`src/rtl/mem_arb_pkg.sv`:
```
// Shared types for the memory port arbiter.
//   state_e : arbiter FSM states
//   grant_e : which core port currently owns the memory
//   XLEN    : address/data width
package mem_arb_pkg;

    localparam int XLEN = 32;

    typedef enum logic [0:0] {
        ST_IDLE   = 1'b0,
        ST_ACCESS = 1'b1
    } state_e;

    typedef enum logic [1:0] {
        GNT_NONE = 2'd0,
        GNT_IM   = 2'd1,
        GNT_DM   = 2'd2
    } grant_e;

endpackage

```
`src/rtl/mem_arb_picker.sv`:
```
// Combinational grant picker for the memory port arbiter.
// Build option: ARB_ROUND_ROBIN_EN -- with it, simultaneous requests alternate
// against last_grant; without it, dm always wins over im and last_grant is absent.
// Ports:
//   im_req     in  fetch port requesting
//   dm_req     in  data port requesting
//   last_grant in  previous grant (round-robin build only)
//   pick       out port to grant this cycle (GNT_NONE when nobody asks)
module mem_arb_picker
    import mem_arb_pkg::*;
(
    input  logic   im_req,
    input  logic   dm_req,
`ifdef ARB_ROUND_ROBIN_EN
    input  grant_e last_grant,
`endif
    output grant_e pick
);

    // Pick the winner among the pending requests.
    always_comb begin
        pick = GNT_NONE;
        if (im_req && dm_req) begin
`ifdef ARB_ROUND_ROBIN_EN
            // Hand the memory to whichever port did not get it last time.
            if (last_grant == GNT_DM) begin
                pick = GNT_IM;
            end else begin
                pick = GNT_DM;
            end
`else
            pick = GNT_DM;
`endif
        end else if (dm_req) begin
            pick = GNT_DM;
        end else if (im_req) begin
            pick = GNT_IM;
        end else begin
            pick = GNT_NONE;
        end
    end

endmodule

```
`src/rtl/mem_port_arbiter.sv`:
```
// Shares one single-port memory between the core's fetch (im) and data (dm)
// ports using the core's en/busy handshake on both sides. Also flags dm writes
// to the tohost mailbox and raises a sticky timeout when the memory stalls.
// Build option: ARB_ROUND_ROBIN_EN (round-robin on simultaneous requests).
// Ports:
//   clk_i, rst_n_i                  clock, synchronous active-low reset
//   im_en_i/im_addr_i               fetch request; im_dout_o/im_busy_o response
//   dm_en_i/dm_wen_i/dm_addr_i/
//   dm_din_i                        data request; dm_dout_o/dm_busy_o response
//   mem_en_o/mem_wen_o/mem_addr_o/
//   mem_din_o                       memory request side
//   mem_dout_i/mem_busy_i           memory response side
//   tohost_int_o/tohost_data_o      one-cycle mailbox pulse and its data
//   err_timeout_o                   sticky memory timeout flag
module mem_port_arbiter
    import mem_arb_pkg::*;
#(
    parameter logic [XLEN-1:0] TOHOST_ADDR    = 32'h8000_1000,
    parameter int              TIMEOUT_CYCLES = 1024
) (
    input  logic            clk_i,
    input  logic            rst_n_i,
    input  logic            im_en_i,
    input  logic [XLEN-1:0] im_addr_i,
    output logic [XLEN-1:0] im_dout_o,
    output logic            im_busy_o,
    input  logic            dm_en_i,
    input  logic            dm_wen_i,
    input  logic [XLEN-1:0] dm_addr_i,
    input  logic [XLEN-1:0] dm_din_i,
    output logic [XLEN-1:0] dm_dout_o,
    output logic            dm_busy_o,
    output logic            mem_en_o,
    output logic            mem_wen_o,
    output logic [XLEN-1:0] mem_addr_o,
    output logic [XLEN-1:0] mem_din_o,
    input  logic [XLEN-1:0] mem_dout_i,
    input  logic            mem_busy_i,
    output logic            tohost_int_o,
    output logic [XLEN-1:0] tohost_data_o,
    output logic            err_timeout_o
);

    localparam int              CNT_W   = $clog2(TIMEOUT_CYCLES + 1);
    localparam logic [CNT_W-1:0] TMO_MAX = CNT_W'(TIMEOUT_CYCLES);

    state_e            state_r, state_nxt_s;
    grant_e            grant_r, grant_nxt_s, pick_s;
    logic [XLEN-1:0]   im_dout_r, dm_dout_r, tohost_data_r;
    logic              tohost_int_r, err_r, err_nxt_s;
    logic [CNT_W-1:0]  tmo_cnt_r, tmo_cnt_nxt_s;
    logic              done_s, im_done_s, dm_done_s;
    logic              im_rd_done_s, dm_rd_done_s, tohost_hit_s;

`ifdef ARB_ROUND_ROBIN_EN
    grant_e            last_grant_r;

    // Remember who was granted most recently, for round-robin fairness.
    always_ff @(posedge clk_i) begin
        if (!rst_n_i) begin
            last_grant_r <= GNT_IM;
        end else if (state_r == ST_IDLE && (im_en_i || dm_en_i)) begin
            last_grant_r <= pick_s;
        end
    end
`endif

    mem_arb_picker u_picker (
        .im_req     (im_en_i),
        .dm_req     (dm_en_i),
`ifdef ARB_ROUND_ROBIN_EN
        .last_grant (last_grant_r),
`endif
        .pick       (pick_s)
    );

    // Route the granted port onto the memory bus; the bus is quiet in IDLE.
    // The access keeps running even if the requester drops en, so writes never tear.
    always_comb begin
        mem_en_o   = 1'b0;
        mem_wen_o  = 1'b0;
        mem_addr_o = 32'h0000_0000;
        mem_din_o  = 32'h0000_0000;
        if (state_r == ST_ACCESS) begin
            case (grant_r)
                GNT_IM: begin
                    mem_en_o   = 1'b1;
                    mem_addr_o = im_addr_i;
                end
                GNT_DM: begin
                    mem_en_o   = 1'b1;
                    mem_wen_o  = dm_wen_i;
                    mem_addr_o = dm_addr_i;
                    mem_din_o  = dm_din_i;
                end
                default: begin
                    mem_en_o   = 1'b0;
                end
            endcase
        end else begin
            mem_en_o = 1'b0;
        end
    end

    assign done_s       = mem_en_o & ~mem_busy_i;
    assign im_done_s    = done_s & (grant_r == GNT_IM);
    assign dm_done_s    = done_s & (grant_r == GNT_DM);
    // Read data is only delivered to a requester that is still asking for it.
    assign im_rd_done_s = im_done_s & im_en_i;
    assign dm_rd_done_s = dm_done_s & dm_en_i & ~dm_wen_i;
    assign tohost_hit_s = dm_done_s & mem_wen_o & (mem_addr_o == TOHOST_ADDR);

    assign im_busy_o = im_en_i & ~im_done_s;
    assign dm_busy_o = dm_en_i & ~dm_done_s;

    // FSM next state and grant latch.
    always_comb begin
        state_nxt_s = state_r;
        grant_nxt_s = grant_r;
        case (state_r)
            ST_IDLE: begin
                if (im_en_i || dm_en_i) begin
                    state_nxt_s = ST_ACCESS;
                    grant_nxt_s = pick_s;
                end else begin
                    state_nxt_s = ST_IDLE;
                    grant_nxt_s = GNT_NONE;
                end
            end
            ST_ACCESS: begin
                // An ACCESS without an owner can never complete; fall back to IDLE.
                if (done_s || grant_r == GNT_NONE) begin
                    state_nxt_s = ST_IDLE;
                    grant_nxt_s = GNT_NONE;
                end else begin
                    state_nxt_s = ST_ACCESS;
                    grant_nxt_s = grant_r;
                end
            end
            default: begin
                state_nxt_s = ST_IDLE;
                grant_nxt_s = GNT_NONE;
            end
        endcase
    end

    // Stall counter: counts busy ACCESS cycles, saturates at the limit, clears on completion.
    always_comb begin
        tmo_cnt_nxt_s = tmo_cnt_r;
        if (done_s) begin
            tmo_cnt_nxt_s = {CNT_W{1'b0}};
        end else if (state_r == ST_ACCESS && mem_busy_i && tmo_cnt_r != TMO_MAX) begin
            tmo_cnt_nxt_s = tmo_cnt_r + CNT_W'(1);
        end else begin
            tmo_cnt_nxt_s = tmo_cnt_r;
        end
        err_nxt_s = err_r | (tmo_cnt_nxt_s == TMO_MAX);
    end

    // Read data presented combinationally in the completion cycle, held afterwards.
    always_comb begin
        if (im_rd_done_s) begin
            im_dout_o = mem_dout_i;
        end else begin
            im_dout_o = im_dout_r;
        end
        if (dm_rd_done_s) begin
            dm_dout_o = mem_dout_i;
        end else begin
            dm_dout_o = dm_dout_r;
        end
    end

    // FSM state and grant registers.
    always_ff @(posedge clk_i) begin
        if (!rst_n_i) begin
            state_r <= ST_IDLE;
            grant_r <= GNT_NONE;
        end else begin
            state_r <= state_nxt_s;
            grant_r <= grant_nxt_s;
        end
    end

    // Capture read data at each port's read completion.
    always_ff @(posedge clk_i) begin
        if (!rst_n_i) begin
            im_dout_r <= 32'h0000_0000;
            dm_dout_r <= 32'h0000_0000;
        end else begin
            if (im_rd_done_s) begin
                im_dout_r <= mem_dout_i;
            end
            if (dm_rd_done_s) begin
                dm_dout_r <= mem_dout_i;
            end
        end
    end

    // Mailbox pulse, and stall counter with its sticky error flag.
    always_ff @(posedge clk_i) begin
        if (!rst_n_i) begin
            tohost_int_r  <= 1'b0;
            tohost_data_r <= 32'h0000_0000;
            tmo_cnt_r     <= {CNT_W{1'b0}};
            err_r         <= 1'b0;
        end else begin
            tohost_int_r  <= tohost_hit_s;
            tohost_data_r <= tohost_hit_s ? mem_din_o : 32'h0000_0000;
            tmo_cnt_r     <= tmo_cnt_nxt_s;
            err_r         <= err_nxt_s;
        end
    end

    assign tohost_int_o  = tohost_int_r;
    assign tohost_data_o = tohost_data_r;
    assign err_timeout_o = err_r;

endmodule

```
`config.mk`:
```
export PLATFORM = sky130hd
export DESIGN_NAME = mem_port_arbiter
export DESIGN_NICKNAME = d
export VERILOG_FILES = /design/src/rtl/mem_arb_pkg.sv /design/src/rtl/mem_arb_picker.sv /design/src/rtl/mem_port_arbiter.sv
export SDC_FILE = /design/constraint.sdc
export NUM_CORES = 1
export LEC_CHECK = 0
export CORE_ASPECT_RATIO = 1.2
export CORE_UTILIZATION = 38
export CTS_CLUSTER_SIZE = 28
export DETAILED_ROUTE_END_ITERATION = 10
export GPL_ROUTABILITY_DRIVEN = 1
export PLACE_DENSITY = 0.9
export SYNTH_ARGS = -nofsm -noshare
export SYNTH_HDL_FRONTEND = slang
export SYNTH_HIERARCHICAL = 1
export SYNTH_SLANG_ARGS = --single-unit
```
`constraint.sdc`:
```
create_clock -name clk_i -period 4.3 [get_ports clk_i]
set_clock_uncertainty 0.1 [all_clocks]
set_input_delay 1.29 -clock clk_i [delete_from_list [all_inputs] [get_ports clk_i]]
set_output_delay 1.29 -clock clk_i [all_outputs]
set_load 0.1 [all_outputs]
```
==> metrics <==
total power 2.24 mW; Final period util 99.5%; FILL cells 798; min cycle time layout 4.28 ns; Critical Path RT 2.91 ns; Main synth FF type dfxtp_1; power share of the clock group 38.3%; worst hold start err_timeout_o; clk sinks 112; Vias 5263; dpl hpwl 14900 um; Avg Vias per Cell 5.11; wire per inst 19.3 um; Mean Syn Cell Area 9.13 um2; dpl cells 1007; Max clock buf depth 2; total congestion overflow 0; number of synthesized flops with an enable pin 0; most numerous cell in the Yosys netlist dfxtp_1; Worst Hold Class flop to flop; Clock transition at path regs 0.07 ns; Pre-antenna DRT Iters 5; nets 995; pwr dens 221 mW/mm2; CP arrival 2.89 ns; DRC 0; fin cells 1029; core area 0.0132 mm2; Final Worst Setup Slack 0.0201 ns; Peak VDD IR 0.000166 V; final hold vios 0; Sw Share 24.8%; top post-synthesis cells by count dfxtp_1 (112), and2_1 (66), nor2_1 (53); CTS tree yes; clk root buf clkbuf_16; Routability Congestion 0.829; largest net degree at the start of global routing 70; critical path type input pin to output pin; fraction of layout cells with a size suffix above 1 29.7%; antenna-violating nets left 0; Syn. warnings 6; Pleak 4.11 nW; CP Cell Sequence clkdlybuf4s50_1 -> nor3b_4 -> buf_6 -> buf_12 -> mux2_2 -> buf_12; CP max FO 8; CP Launch Type input pin; switching power 0.554 mW; Most common cell on crit path buf_12; post-placement setup slack -0.171 ns; Starting Density 39.1%; ANT cells 0; status finished, final reports clean; Worst-Margin Slew 1.07 ns; Max stage delay on crit path 0.50 ns; port bufs 299; Flop pwr share 46.7%; worst reg2reg startpoint grant_r[1]; insertion delay to the later sink of the worst-skew pair 0.34 ns; num ports 300; Slowest-stage cell, CP clkdlybuf4s50_1; Synth Register Bits 112; CP Launch Point dm_en_i; total CTS buffers 9; initial antenna violation count 1; synthesized area 0.00517 mm2; std cell rows 46; Max Freq 234 MHz; Critical Path Sink Type output pin; dominant cell type by area after synthesis dfxtp_1; Die Width 109 um; number of global-route vias before repair 5441; Hold Slack 0.369 ns; final setup TNS 0 ns; gr usage total 27.4%; RSZ-0062 raised after global routing true; Comb power frac 15.0%; Starting DRT DRC Count 243; Yosys cell types 46; cell count after synthesis 567; Max Cap Viol 0; die area 0.0141 mm2; Synth top area share 43.3%; Slew Limit Fails 0; Die Y 130 um; Mapped Nets 706; Hold Buf Count CTS 0; internal power 1.68 mW; largest cells by area after synthesis dfxtp_1 (43%), mux2_2 (11%), and2_1 (8.0%); first-pass GRT wire length 28900 um; final setup vio count 0; relative slew slack 28.1%; Seq/Total Area, Yosys 43.3%; DRT Wirelength 19900 um; Post-synth ARST share 0%; area delta synth->final 95.6%; htree depth 3
[critical path: cells and delay by family]
family | cells | cell delay (ns)
and+or+nand+nor | 1 | 0.23
buffers and inverters | 4 | 0.98
muxes | 1 | 0.38
[power groups by stage]
| stage | Sequential (mW) | Clock [mW] | Combinational, mW |
|---|---|---|---|
| 2_1_floorplan | 1.07 | 0 | 0.137 |
| 3_3_place_gp | 1.07 | 0 | 0.326 |
| 3_5_place_dp | 1.07 | 0 | 0.331 |
| 4_1_cts | 1.04 | 0.873 | 0.334 |
| 5_1_grt | 1.04 | 0.914 | 0.352 |
| 6_report | 1.04 | 0.856 | 0.335 |
[kinds of logic after synthesis]
kind of cell / count (synthesis) / synth area share (%)
flip-flops: 112 / 43.3
XOR/XNOR: 10 / 1.69
multiplexers: 65 / 14.1
AND/OR/NAND/NOR: 228 / 23.5
adder cells (fa/ha/maj): 5 / 1.21
buffers and inverters: 80 / 7.28
AO/OA/AOI/OAI: 67 / 8.83
[metal layers]
metal | GRT usage, % | share of wire (%)
met5 | 0 | 0
met4 | 13.8 | 4.5
met3 | 7.49 | 7.5
met2 | 51.2 | 53
met1 | 27.7 | 35
[cells in the final DEF, fill, tap and decap left out, types with 2 or more instances in the layout]
| cell type | n |
|---|---|
| clkdlybuf4s50_1 | 166 |
| buf_12 | 134 |
| dfxtp_1 | 112 |
| and2_1 | 66 |
| nor2_1 | 53 |
| nand2_1 | 45 |
| inv_1 | 39 |
| a22oi_1 | 33 |
| nor2_2 | 29 |
| mux2_2 | 26 |
| mux2_4 | 26 |
| a21oi_1 | 13 |
| mux2_1 | 12 |
| buf_4 | 12 |
| o21ai_0 | 10 |
| clkbuf_16 | 9 |
| xnor2_1 | 8 |
| ha_1 | 5 |
| nand3_1 | 4 |
| or3_1 | 4 |
| nand4_1 | 4 |
| nor4_2 | 3 |
| nor4_1 | 3 |
| nor2b_1 | 3 |
| buf_16 | 3 |
| and3_1 | 2 |
| nor4b_1 | 2 |
| nand3b_1 | 2 |
| xor2_1 | 2 |
| o21a_1 | 2 |
| a211o_1 | 2 |
| clkinv_4 | 2 |
| buf_6 | 2 |
[area by class of cell]
| cell class | count | area, um2 | share of cell area (%) |
|---|---|---|---|
| Clock inverter | 5 | 63.8 | 0.630 |
| Inverter | 40 | 150 | 1.48 |
| Tap cell | 168 | 210 | 2.08 |
| Multi-Input combinational cell | 375 | 2670 | 26.3 |
| Sequential cell | 112 | 2240 | 22.1 |
| Clock buffer | 11 | 243 | 2.40 |
| Timing Repair Buffer | 318 | 4550 | 44.9 |
[flip-flops by register name (all words and copies together), names as in the netlist]
| signal | count |
|---|---|
| dm_dout_r | 32 |
| tohost_int_o | 1 |
| tmo_cnt_r | 11 |
| grant_r | 2 |
| err_timeout_o | 1 |
| tohost_data_o | 32 |
| state_r | 1 |
| im_dout_r | 32 |
[metrics by stage]
stage	util (%)	area [um2]
finish	76.5	10100
floorplan	-	5170
global route	76.5	10100
detailed placement	72.6	9610
global placement	72.6	9610
CTS	76.5	10100
[repair_timing]
| action | in CTS | in global routing |
|---|---|---|
| endpoints found under the setup margin | 63 | 9 |
| buffers inserted | 4 | 0 |
| resized for setup | 32 | 1 |
| cloned | 3 | 0 |
| pin swaps | 1 | 0 |
[worst paths after layout]
| path | endpoint | slack (ns) | depth (start not counted) |
|---|---|---|---|
| worst min-delay path | err_timeout_o | 0.37 | 2 |
| worst max-delay path | dm_dout_o[18] | 0.02 | 6 |
| worst max register to register | tohost_data_o[31] | 1.40 | 9 |
| worst min register to register | err_timeout_o | 0.37 | 2 |
Power figures use the tool's default switching activity.
